File: src/rtl/uart_tx_serializer.sv
// uart_tx_serializer: FIFO-fed UART transmitter, 8N1 by default.
// Defining UART_TX_PARITY_EN adds an even-parity bit, which gives 8E1 frames.
package config_pkg;
   localparam int UartCmpVal = 173;
   localparam int FifoDataWidth = 8;
endpackage

module uart_tx_serializer #(
   parameter int CmpVal = config_pkg::UartCmpVal,
   parameter int DataWidth = config_pkg::FifoDataWidth
) (
   input  logic                 clk,
   input  logic                 reset,
   input  logic [DataWidth-1:0] in_data,
   input  logic                 in_valid,
   output logic                 in_ready,
   output logic                 tx,
   output logic                 busy
);
   localparam int CntW = $clog2(CmpVal);
   localparam int IdxW = DataWidth > 1 ? $clog2(DataWidth) : 1;
   localparam logic [CntW-1:0] CntLast = CntW'(CmpVal - 1);
   localparam logic [IdxW-1:0] IdxLast = IdxW'(DataWidth - 1);
`ifdef UART_TX_PARITY_EN
   typedef enum logic [2:0] {IDLE, START, DATA, PARITY, STOP} state_t;
   logic parityBit;
`else
   typedef enum logic [2:0] {IDLE, START, DATA, STOP} state_t;
`endif
   state_t state;
   logic [CntW-1:0] cnt;
   logic [IdxW-1:0] idx;
   logic [DataWidth-1:0] shiftReg;
   logic [DataWidth-1:0] nextShift;
   logic bitEnd;
   assign bitEnd = cnt == CntLast;
   assign nextShift = shiftReg >> 1;
   assign busy = state != IDLE;
   assign in_ready = state == IDLE && reset;
   always_ff @(posedge clk) begin
      if (!reset) begin
         state <= IDLE;
         cnt <= '0;
         idx <= '0;
         shiftReg <= '0;
         tx <= 1'b1;
`ifdef UART_TX_PARITY_EN
         parityBit <= 1'b0;
`endif
      end else begin
         // every state change lands on a bit boundary, so one clear covers state entry too
         cnt <= (state == IDLE || bitEnd) ? '0 : cnt + 1'b1;
         case (state)
            IDLE: if (in_valid && in_ready) begin
               shiftReg <= in_data;
`ifdef UART_TX_PARITY_EN
               parityBit <= ^in_data;
`endif
               state <= START;
               tx <= 1'b0;
            end
            START: if (bitEnd) begin
               state <= DATA;
               tx <= shiftReg[0];
            end
            DATA: if (bitEnd) begin
               shiftReg <= nextShift;
               if (idx == IdxLast) begin
                  idx <= '0;
`ifdef UART_TX_PARITY_EN
                  state <= PARITY;
                  tx <= parityBit;
`else
                  state <= STOP;
                  tx <= 1'b1;
`endif
               end else begin
                  idx <= idx + 1'b1;
                  tx <= nextShift[0];
               end
            end
`ifdef UART_TX_PARITY_EN
            PARITY: if (bitEnd) begin
               state <= STOP;
               tx <= 1'b1;
            end
`endif
            STOP: if (bitEnd) begin
               state <= IDLE;
               tx <= 1'b1;
            end
            default: begin
               state <= IDLE;
               tx <= 1'b1;
            end
         endcase
      end
   end
endmodule
File: config.mk
export PLATFORM = sky130hd
export DESIGN_NAME = uart_tx_serializer
export DESIGN_NICKNAME = d
export VERILOG_FILES = /design/src/rtl/uart_tx_serializer.sv
export SDC_FILE = /design/constraint.sdc
export NUM_CORES = 1
export LEC_CHECK = 0
export CORE_MARGIN = 2
export CORE_UTILIZATION = 30
export CTS_CLUSTER_SIZE = 40
export DETAILED_ROUTE_END_ITERATION = 12
export GPL_ROUTABILITY_DRIVEN = 0
export GPL_TIMING_DRIVEN = 0
export PLACE_DENSITY_LB_ADDON = 0.3
export SLEW_MARGIN = 30
export SYNTH_ARGS = -nofsm -noshare
export SYNTH_HDL_FRONTEND = slang
export SYNTH_SLANG_ARGS = --single-unit
export TNS_END_PERCENT = 10
File: constraint.sdc
create_clock -name clk -period 3.8 [get_ports clk]
set_input_delay 0.76 -clock clk [delete_from_list [all_inputs] [get_ports clk]]
set_output_delay 0.76 -clock clk [all_outputs]
set_load 0.005 [all_outputs]
# Word-level counts from Yosys, hierarchy flattened
# Cells that the tools add are included.
dict set report totals {
  reg_bits 23
  latchBits 0
  ramBits 0
  rom_bits 0
  input_bits 11
  out_inout_bits 3
  elab_cells 45
  mem_count 0
}
dict set report op_classes {
  n_addsub 2
  mul 0
  n_div 0
  n_lt_le_gt_ge 0
  eq_ne 10
  shifts 0
  muxes 16
  n_bitwise 1
  n_reduce_logical 11
}
# operator count
set op_table {}
lappend op_table {{3-bit two-way mux} 6}
lappend op_table {{8-bit two-way mux} 2}
lappend op_table {{8-bit case mux with 2 select lines} 1}
lappend op_table {{3-bit case mux with 4 select lines} 1}
lappend op_table {{8-bit by 1-bit adder with 8-bit output (second input constant)} 1}
lappend op_table {{8-bit equality test (second input constant)} 1}
lappend op_table {{2-bit != test (second input constant)} 4}
lappend op_table {{3-bit by 2-bit equality test with 1-bit output (second input constant)} 2}
lappend op_table {{1-bit two-way mux} 5}
lappend op_table {{5-bit AND reduction} 1}
lappend op_table {{1-bit case mux with 4 select lines} 1}
lappend op_table {{4-bit AND reduction} 1}
lappend op_table {{3-bit by 1-bit adder with 3-bit output (second input constant)} 1}
lappend op_table {{3-bit by 1-bit equality test with 1-bit output (second input constant)} 1}
lappend op_table {{3-bit equality test (second input constant)} 1}
lappend op_table {{3-bit logical NOT} 1}
lappend op_table {{3-bit AND reduction} 1}
lappend op_table {{3-bit nonzero test} 1}
lappend op_table {{1-bit logical AND} 2}
lappend op_table {{2-bit by 1-bit != test with 1-bit output (second input constant)} 1}
lappend op_table {{2-bit AND reduction} 1}
lappend op_table {{2-bit nonzero test} 1}
lappend op_table {{2-bit OR reduction} 1}
lappend op_table {{1-bit logical OR} 1}
lappend op_table {{1-bit inverter} 1}

# Logic depth before layout (Yosys ltp)
# Gate-level depths: netlist of run 1.
dict set report depth {
  word_depth 5
  mapped_depth 7
  ltp_nobuf 6
}

# Least setup slack after synthesis of run 1
# No wires, ideal clock.
dict set report synth_path {
  path_kind {input -> output}
  start {input reset}
  end {output in_ready}
  arrival_ns 1.067
  required_time_ns 3.040
  slack_ns 1.973
  cell_stages 2
  path_buffers 1
  path_cell_list {buf_2 > and2_1}
}
dict set report synth_between {
  elab_chain_cells 1
}
# element line
set synth_lines {}
lappend synth_lines {{from (decl)} 13} ;# input logic reset,
lappend synth_lines {{1-bit logical AND} 39} ;# assign in_ready = state == IDLE && reset;
lappend synth_lines {{to (decl)} 16} ;# output logic in_ready,
# Every way passes these cells.

# Worst setup path after layout of run 1
dict set report layout_path {
  start {register state[0]}
  end {output in_ready}
}
dict set report layout_between {
  elab_chain_cells 2
}
# element line
set layout_lines {}
lappend layout_lines {{from (decl)} 30} ;# state_t state;
lappend layout_lines {{from (signal assigned)} 42} ;# state <= IDLE;
lappend layout_lines {{from (signal assigned)} 59} ;# state <= START;
lappend layout_lines {{from (signal assigned)} 63} ;# state <= DATA;
lappend layout_lines {{3-bit logical NOT} 39}
lappend layout_lines {{1-bit logical AND} 39}
# Every way passes these cells.

==> impl_metrics.env, run 1 <==
export IMPL_syn2layout_area_growth_pct=18.99
export IMPL_fin_hold_ws_ns=0.4574
export IMPL_slew_violations=0
export IMPL_syn_cell_area_sq_um=1166
export IMPL_hold_buffers=0
export IMPL_fp_row_count=22
export IMPL_post_cts_setup_buffers=0
export IMPL_cp_buffers_inverters=2
export IMPL_cts_tree="built"
export IMPL_synth_cells=128
export IMPL_peakVddDrop_v=0.0001955
export IMPL_ys_warn_count=0
export IMPL_hold_depth=2
export IMPL_dpl_cell_area_sq_um=1346
export IMPL_cts_root_buf="clkbuf_8"
export IMPL_routed_wl_met2_um=1108
export IMPL_min_path_type="reg -> reg"
export IMPL_cts_buffer_depth=2
export IMPL_skew_ns=0.003177
export IMPL_synth_area_leader_cell="dfxtp_1"
export IMPL_start_util=0.3161
export IMPL_die_h_um=66.35
export IMPL_crit_chain="inv_1, ha_1, and2_1, clkdlybuf4s50_1"
export IMPL_wl_met1_um=1090
export IMPL_top_layer_used="met4"
export IMPL_seq_area_frac_synth=0.3777
export IMPL_port_buffers=12
export IMPL_critPathCaptureType="output pin"
export IMPL_ctsResizeCount=0
export IMPL_finalHoldViolations=0
export IMPL_cp_slowest_cell="clkdlybuf4s50_1"
export IMPL_die_w_um=66.35
export IMPL_grt_setup_unrepaired="no"
export IMPL_core_sq_um=3689
export IMPL_antennaDiodeCount=0
export IMPL_grt_overflow_total=0
export IMPL_dr_wl_met3_um=97
export IMPL_clk_pin_slew_ns=0.08
export IMPL_yosysTopAreaCellShare=0.3777
export IMPL_drt_first_pass_iters=4
export IMPL_min_to="shiftReg[4]"
export IMPL_grt_max_degree=12
export IMPL_drt_iter0_drc=26
export IMPL_grt_use_total=0.1188
export IMPL_nets=165
export IMPL_setup_tns_final_ns=0
export IMPL_slew_headroom=0.6799
export IMPL_drive_gt1_frac=0.06993
export IMPL_hpwl_um=1692
export IMPL_max_freq_ghz=0.4151
export IMPL_layout_common_cells="22 x dfxtp_1, 14 x nand2_1, 12 x clkdlybuf4s50_1"
export IMPL_syn_nets=148
export IMPL_h_tree_depth=1
export IMPL_fin_crit_ns=2.409
export IMPL_detail_route_antenna_nets=0
export IMPL_ys_types=32
export IMPL_numClockSinks=22
export IMPL_hp_start="shiftReg[4]"
export IMPL_max_cap_viol_count=0
export IMPL_viasPerCell=4.832
export IMPL_final_common_cell="dfxtp_1"
export IMPL_reg2reg_depth=6
export IMPL_die_area_sq_um=4402
export IMPL_crit_fanout=5
export IMPL_first_global_vias=927
export IMPL_rr_startpoint="state[0]"
export IMPL_synth_area_top_cells="dfxtp_1 38%, ha_1 9.7%, mux2i_1 8.6%, nand2_1 4.5%, o211ai_1 4.5%"
export IMPL_r2r_end="state[0]"
export IMPL_run_status="finished, final reports clean"
export IMPL_synth_seq_cells=22
export IMPL_final_area_sq_um=1388
export IMPL_worst_setup_path_start_kind="flop"
export IMPL_drc_errors=0
export IMPL_wl_um=2328
export IMPL_power_density_nw_per_um2=564.4
export IMPL_post_drt_wl_per_cell_um=12.19
export IMPL_power_mw=0.7832
export IMPL_required_ns=3.04
export IMPL_grt_pass1_wl_um=3981
export IMPL_numCtsBuffers=3
export IMPL_setup_viol=0
export IMPL_worstMarginPinSlew_ns=0.4801
export IMPL_slowest_delay_ns=0.50
export IMPL_rrSetupSlack_ns=1.93
export IMPL_worstSetupPathType="reg -> out"
export IMPL_cp_arrival_ns=1.65
export IMPL_vias=923
export IMPL_syn_avg_cell_area_sq_um=9.110
export IMPL_antenna_found_initial=0
export IMPL_finalCritPeriodShare=0.6340
export IMPL_pin_count=14
export IMPL_path_delay_family="buffers and inverters"
export IMPL_clk_latency_ns=0.26
export IMPL_power_leakage_nw=0.5314
Yosys cell counts (all sizes together):
library cell,n
nor3b,1
a21boi,3
o211ai,7
xnor2,1
nand2b,8
and4,1
dfxtp,22
or3,1
nor2,10
nand4,2
a21o,1
clkbuf,3
mux2i,10
inv,7
nand2,14
o21ai,3
nand3b,1
o31a,1
xor2,5
buf,2
and2,2
nor3,1
nor2b,3
or4,1
nand3,4
and3,1
o22ai,1
ha,9
a21oi,3
through the flow:
step / util / cells / setup slack [ns]
CTS: 0.3762 / 191 / 1.368
global route: 0.3762 / 191 / 1.291
floorplan: - / 128 / 1.973
detailed placement: 0.3650 / 188 / 1.427
global placement: 0.3650 / 188 / 1.433
finish: 0.3762 / 191 / 1.391
power by group:
| group | total [mW] | switching [mW] | internal, mW |
|---|---|---|---|
| logic | 0.328 | 0.170 | 0.159 |
| clock network | 0.141 | 0.0704 | 0.0706 |
| registers | 0.314 | 0.0331 | 0.281 |
flip-flops by register name, summed over array words and instances (netlist names):
register,flops
idx,3
cnt,8
tx,1
shiftReg,8
state,2
area by class of cell:
type / instances / area [sq um]
multi-input cells: 94 / 678.2
fillers: 384 / 2301
repair buffers: 12 / 120.1
clock buffers: 3 / 41.29
plain buffers: 5 / 21.27
well taps: 48 / 60.06
inverters: 7 / 26.28
flip-flops and latches: 22 / 440.4
worst max path at each step:
stage / slack, ns / end / start / cells past startpoint
5_1_grt: 1.29 / in_ready / state[1] / 4
3_3_place_gp: 1.43 / in_ready / reset / 3
3_5_place_dp: 1.43 / in_ready / reset / 3
4_1_cts: 1.37 / in_ready / state[0] / 4
2_1_floorplan: 1.97 / in_ready / reset / 2
6_report: 1.39 / in_ready / state[0] / 4
tightest hold or removal path: stages, from the launching register on:
cell and delay (ns):
dfxtp_1 0.31, nand2_1 0.05, mux2i_1 0.05
metal layers:
layer	global-route usage	vias up
met2	0.2163	19
met1	0.1290	431
met5	0	-
li1	-	469
met4	0.02806	0
met3	0.04429	4
cell families (layout without fill, tap and decap cells):
| kind of cell | after synthesis | after routing | synth area share |
|---|---|---|---|
| buffers and inverters | 12 | 27 | 0.04078 |
| multiplexers | 10 | 10 | 0.08584 |
| flip-flops | 22 | 22 | 0.3777 |
| AO/OA/AOI/OAI | 19 | 19 | 0.1255 |
| XOR/XNOR | 6 | 6 | 0.04506 |
| AND/OR/NAND/NOR | 50 | 50 | 0.2286 |
| adder cells (fa/ha/maj) | 9 | 9 | 0.09657 |
No activity file was read; power rests on OpenSTA's default activity.
==> run 2, diff against run 1 <==
==> constraint.sdc (replaced) <==
create_clock -name clk -period 2.5 [get_ports clk]
set_input_delay 0.5 -clock clk [delete_from_list [all_inputs] [get_ports clk]]
set_output_delay 0.5 -clock clk [all_outputs]
set_load 0.005 [all_outputs]
==> results of run 2 <==
Same layout as run 1 (identical final DEF). Status: finished, final reports clean.
Among the figures that moved: setup slack after placement 1.427 ns -> 0.4861 ns; setup slack after layout 1.391 ns -> 0.3508 ns; register-to-register setup slack 1.93 ns -> 0.63 ns; total power 0.7832 mW -> 1.190 mW; worst IR drop on VDD 0.0001955 V -> 0.0002972 V
==> run 3, diff against run 2 <==
--- a/config.mk
+++ b/config.mk
@@ -7,6 +7,7 @@
 export LEC_CHECK = 0
 export CORE_MARGIN = 2
 export CORE_UTILIZATION = 30
+export CTS_BUF_LIST = sky130_fd_sc_hd__clkbuf_2 sky130_fd_sc_hd__clkbuf_4 sky130_fd_sc_hd__clkbuf_8
 export CTS_CLUSTER_SIZE = 40
 export DETAILED_ROUTE_END_ITERATION = 12
 export GPL_ROUTABILITY_DRIVEN = 0
==> results of run 3 <==
Same layout as run 1 (identical final DEF). Status: finished, final reports clean.
Among the figures that moved: setup slack after placement 1.427 ns -> 0.4861 ns; setup slack after layout 1.391 ns -> 0.3508 ns; register-to-register setup slack 1.93 ns -> 0.63 ns; total power 0.7832 mW -> 1.190 mW; worst IR drop on VDD 0.0001955 V -> 0.0002972 V
